File: config.mk
export PLATFORM = sky130hd
export DESIGN_NAME = pipe_mux_tree
export DESIGN_NICKNAME = d
export VERILOG_FILES = /design/src/rtl/pipe_mux_tree_pkg.sv /design/src/rtl/mux_tree_stage.sv /design/src/rtl/pipe_mux_tree.sv
export SDC_FILE = /design/constraint.sdc
export NUM_CORES = 1
export LEC_CHECK = 0
export BUFFER_PORTS_ARGS = -buffer_cell sky130_fd_sc_hd__buf_4
export CAP_MARGIN = 5
export CORE_MARGIN = 2
export CORE_UTILIZATION = 56
export DETAILED_ROUTE_END_ITERATION = 16
export PLACE_DENSITY = 0.95
export RECOVER_POWER = 50
export SYNTH_ARGS = -nofsm -noshare
export SYNTH_HDL_FRONTEND = slang
export SYNTH_SLANG_ARGS = --single-unit
export TNS_END_PERCENT = 5
File: constraint.sdc
create_clock -name clk -period 3.2 [get_ports clk]
set_input_delay 0.8 -clock clk [delete_from_list [all_inputs] [get_ports clk]]
set_output_delay 0.8 -clock clk [all_outputs]
set_load 0.03 [all_outputs]
File: src/rtl/pipe_mux_tree_pkg.sv
// rtl/pipe_mux_tree_pkg.sv - shared limits and level sizing for the pipelined mux tree
package pipe_mux_tree_pkg;

   localparam int SEL_BITS_MAX = 8;
   localparam int DATA_W_MAX   = 64;

   // Number of words entering level `level` of a tree with `selBits` levels.
   function automatic int levelWords(input int selBits, input int level);
      return 1 << (selBits - level);
   endfunction

endpackage

File: src/rtl/mux_tree_stage.sv
// rtl/mux_tree_stage.sv - one tree level: pairwise 2:1 select on the level's LSB select bit, then register
module mux_tree_stage #(
   parameter int WORDS_IN = 2,
   parameter int DATA_W   = 8,
   parameter int SEL_REM  = 1,
   localparam int WORDS_OUT = WORDS_IN / 2,
   localparam int OUT_SEL_W = (SEL_REM > 1) ? SEL_REM - 1 : 1
) (
   input  logic                          clk,
   input  logic                          rst,
   input  logic                          advance,
   input  logic [WORDS_IN*DATA_W-1:0]    inData,
   input  logic [SEL_REM-1:0]            inSel,
   input  logic                          inValid,
   output logic [WORDS_OUT*DATA_W-1:0]   outData,
   output logic [OUT_SEL_W-1:0]          outSel,
   output logic                          outValid
);

   logic [WORDS_OUT*DATA_W-1:0] picked;

   always_comb begin
      picked = '0;
      for (int k = 0; k < WORDS_OUT; k++) begin
         picked[k*DATA_W +: DATA_W] = inSel[0] ? inData[(2*k+1)*DATA_W +: DATA_W]
                                               : inData[(2*k)*DATA_W +: DATA_W];
      end
   end

   // Data loads regardless of inValid; only the valid bit carries meaning.
   always_ff @(posedge clk) begin
      if (rst) begin
         outData  <= '0;
         outValid <= 1'b0;
      end else if (advance) begin
         outData  <= picked;
         outValid <= inValid;
      end
   end

   generate
      if (SEL_REM > 1) begin : g_sel
         always_ff @(posedge clk) begin
            if (rst) begin
               outSel <= '0;
            end else if (advance) begin
               outSel <= inSel[SEL_REM-1:1];
            end
         end
      end else begin : g_noSel
         assign outSel = '0;
      end
   endgenerate

endmodule

File: src/rtl/pipe_mux_tree.sv
// rtl/pipe_mux_tree.sv - SEL_BITS-level registered binary mux tree with a global stall-all handshake
module pipe_mux_tree
   import pipe_mux_tree_pkg::*;
#(
   parameter int SEL_BITS = 3,
   parameter int DATA_W   = 8
) (
   input  logic                            clk,
   input  logic                            rst,
   input  logic [DATA_W*(2**SEL_BITS)-1:0] in_data,
   input  logic [SEL_BITS-1:0]             in_sel,
   input  logic                            in_valid,
   output logic                            in_ready,
   output logic [DATA_W-1:0]               out_data,
   output logic                            out_valid,
   input  logic                            out_ready
);

   localparam int NUM_IN      = 2**SEL_BITS;
   localparam int DATA_FLAT_W = DATA_W * (2*NUM_IN - 1);
   localparam int SEL_FLAT_W  = SEL_BITS * (SEL_BITS + 1) / 2;

   generate
      if (SEL_BITS < 1 || SEL_BITS > SEL_BITS_MAX) begin : g_badSelBits
         $error("pipe_mux_tree: SEL_BITS out of range");
      end
      if (DATA_W < 1 || DATA_W > DATA_W_MAX) begin : g_badDataW
         $error("pipe_mux_tree: DATA_W out of range");
      end
   endgenerate

   // All levels packed back to back: level i starts where level i-1's words end.
   logic [DATA_FLAT_W-1:0] dataFlat;
   logic [SEL_FLAT_W-1:0]  selFlat;
   logic [SEL_BITS:0]      validChain;
   logic                   advance;
   logic                   unusedLastSel;

   assign advance  = !out_valid || out_ready;
   assign in_ready = advance;

   assign dataFlat[NUM_IN*DATA_W-1:0] = in_data;
   assign selFlat[SEL_BITS-1:0]       = in_sel;
   assign validChain[0]               = in_valid;

   generate
      for (genvar i = 0; i < SEL_BITS; i++) begin : g_level
         localparam int WORDS_IN   = levelWords(SEL_BITS, i);
         localparam int D_OFF      = DATA_W * (2*NUM_IN - 2*WORDS_IN);
         localparam int D_OFF_NEXT = D_OFF + WORDS_IN*DATA_W;
         localparam int SEL_REM    = SEL_BITS - i;
         localparam int S_OFF      = i*SEL_BITS - (i*(i-1))/2;
         localparam int OUT_SEL_W  = (SEL_REM > 1) ? SEL_REM - 1 : 1;

         logic [OUT_SEL_W-1:0] nextSel;

         mux_tree_stage #(
            .WORDS_IN (WORDS_IN),
            .DATA_W   (DATA_W),
            .SEL_REM  (SEL_REM)
         ) u_stage (
            .clk      (clk),
            .rst      (rst),
            .advance  (advance),
            .inData   (dataFlat[D_OFF +: WORDS_IN*DATA_W]),
            .inSel    (selFlat[S_OFF +: SEL_REM]),
            .inValid  (validChain[i]),
            .outData  (dataFlat[D_OFF_NEXT +: (WORDS_IN/2)*DATA_W]),
            .outSel   (nextSel),
            .outValid (validChain[i+1])
         );

         if (SEL_REM > 1) begin : g_fwd
            assign selFlat[S_OFF+SEL_REM +: SEL_REM-1] = nextSel;
         end else begin : g_last
            assign unusedLastSel = nextSel[0];
         end
      end
   endgenerate

   assign out_data  = dataFlat[DATA_FLAT_W-1 -: DATA_W];
   assign out_valid = validChain[SEL_BITS];

endmodule
==> impl_metrics.json <==
{
  "status": "completed",
  "place_congestion": 0.7988,
  "cellPowerDensity_mw_per_mm2": 493.5,
  "stdcell_area_sq_mm": 0.003441,
  "io_buffer_count": 80,
  "tightest_slew_ps": 1369,
  "path_common_cell": "buf_4",
  "grt_remaining_overflow": 0,
  "syn-num-nets": 355,
  "r2r_cells": 5,
  "path_buf_inv": 3,
  "diodes": 0,
  "path_depth": 4,
  "fill_cells": 412,
  "skew_ps": 5.359,
  "grt_pass1_vias": 2184,
  "netlist_instances": 284,
  "core-area_sq_mm": 0.005075,
  "cts_buffers": 9,
  "first_pass_iters": 5,
  "hpwlAfterDp_microns": 3815,
  "synth.avg_cell_area_sq_um": 10.24,
  "worstSetupPathType": "in2out",
  "grt_max_degree": 64,
  "required_ps": 2400,
  "drc": 0,
  "fin_cells": 414,
  "cts-root-buf": "clkbuf_8",
  "cts_max_path_buffers": 2,
  "cts.sinks": 62,
  "netlist_area_sq_mm": 0.002908,
  "die-area_sq_mm": 0.005785,
  "post-cts-setup-buffers": 0,
  "worstSkewPairLatency_ps": 330,
  "wirelength_microns": 5645,
  "max_stage_delay_ps": 220,
  "crit_path_end_kind": "output port",
  "fp.dieH_microns": 76.06,
  "cts-htree-levels": 3,
  "setup_tns_ps": 0,
  "cp.arrival_ps": 1550,
  "worst_path_max_delay_cell": "buf_4",
  "routed_via_density": 5.251,
  "area_growth_pct": 18.33,
  "max_cap_viol_count": 0,
  "wl_per_cell_microns": 13.64,
  "clk_pin_slew_worst_paths_ps": 60,
  "dieWidth_microns": 76.06,
  "hp-class": "reg2reg",
  "maxSlewHeadroom_pct": 8.707,
  "vdd_drop_max_mv": 0.3370,
  "hold_buffers": 0,
  "fmax_ghz": 0.4262,
  "cts_tree": "yes",
  "grt_pass1_wl_microns": 9480,
  "drv_slew": 0,
  "p_leak_nw": 1.541,
  "setup_violations": 0,
  "hold_path_depth": 2,
  "detail_route.iter0.violations": 137,
  "timing.final.crit_share_pct": 73.33,
  "hold_viol_final": 0,
  "ios": 81,
  "antenna_found_initial": 0,
  "layout.nets": 412,
  "std_cell_rows": 26,
  "ys_warn_count": 0,
  "synth_cell_types": 17,
  "postPlaceCellArea_sq_mm": 0.003321,
  "fin_util_pct": 67.80,
  "cp_top_family": "buffers and inverters",
  "start_util_pct": 57.30,
  "rsz0062_at_grt": "false",
  "crit_path_start_kind": "input port",
  "grt.total_usage_pct": 20.71,
  "dp_cells": 400,
  "fin_total_pwr_mw": 1.698,
  "path_max_fanout": 56,
  "yosys_register_bits": 62,
  "cts_resized": 0,
  "drive_above_1_share_pct": 30.23,
  "fin_crit_ps": 2347,
  "path_cells": "buf_4 > nor2b_4 > inv_6 > buf_4",
  "detail-route-antenna-nets": 0,
  "vias": 2174,
  "ys_seq_area_share_pct": 42.69
}
-- cell families after synthesis --
logic type / count (synthesis) / share of synthesized area [%]
muxes: 56 / 19.28
and+or+nand+nor: 69 / 9.251
AOI/OAI and AO/OA: 61 / 18.76
DFF: 62 / 42.69
buffers and inverters: 36 / 10.03
-- path summary, 6_finish.rpt --
path	from	slack, ps	endpoint
min	g_level[1].u_stage.outValid	460	g_level[1].u_stage.outValid
max	out_ready	850	in_ready
max reg2reg	g_level[2].u_stage.outValid	1360	g_level[1].u_stage.outData[12]
min reg2reg	g_level[1].u_stage.outValid	460	g_level[1].u_stage.outValid
-- cell usage in the layout (no fill, tap or decap) --
cell type	instances
clkinv_2	1
mux2i_1	56
nand2_1	10
clkbuf_8	12
nor2_1	58
inv_6	1
buf_4	73
a211oi_2	15
clkbuf_1	8
a21oi_1	5
clkbuf_2	1
nor2b_4	1
a211oi_1	41
dfxtp_1	62
-- worst reg2reg max path, cell delays in order, from the launching register on --
cell and delay, ps:
dfxtp_1 310, nor2b_4 150, inv_6 290, buf_4 610, nor2_1 120, a211oi_1 250
-- power breakdown --
group	leakage (nW)	switching (mW)	total, mW	internal (mW)
Clock	0.0914	0.275	0.610	0.335
Sequential	0.513	0.0370	0.864	0.827
Combinational	0.937	0.0995	0.224	0.124
-- cells in the mapped netlist --
cell type,count,share of area [%]
dfxtp_1,62,43
nor2_1,58,7.5
mux2i_1,56,19
a211oi_1,36,9.3
a211oi_2,20,8.6
buf_4,15,3.9
nand2_1,10,1.3
buf_6,6,2.3
a21oi_1,5,0.86
clkbuf_1,5,0.65
buf_2,4,0.69
buf_12,2,1.4
buf_1,1,0.13
buf_8,1,0.52
clkbuf_2,1,0.17
inv_6,1,0.30
nor2b_4,1,0.47
-- state kept, by name (all words and copies together) (netlist names) --
register	flops
g_level.u_stage.outData	56
g_level.u_stage.outSel	3
g_level.u_stage.outValid	3
-- layout make-up --
| type | count | area (sq um) | area share (%) |
|---|---|---|---|
| Clock inverter | 1 | 5.005 | 0.1455 |
| Sequential cell | 62 | 1241 | 36.07 |
| Multi-Input combinational cell | 186 | 1350 | 39.24 |
| Timing Repair Buffer | 81 | 579.3 | 16.84 |
| Tap cell | 70 | 87.58 | 2.545 |
| Clock buffer | 13 | 168.9 | 4.909 |
| Inverter | 1 | 8.758 | 0.2545 |
-- metal layers --
metal  part of all wire (%)  vias to the layer above  wire length [microns]  track usage, %
met4                    2.1                        0                    117           9.455
met2                     51                       57                   2869           34.73
met3                    5.6                        8                    315           6.398
met5                      0                        -                      0               0
li1                       -                     1115                      -               -
met1                     42                      994                   2343           24.38
-- through the flow --
step	setup WS (ps)	hold WS (ps)
floorplan	1105	432.1
global placement	876.6	438.1
detailed placement	846.3	453.2
CTS	844.8	461.9
global route	789.0	490.0
finish	853.5	463.5
Power figures use the tool's default switching activity.
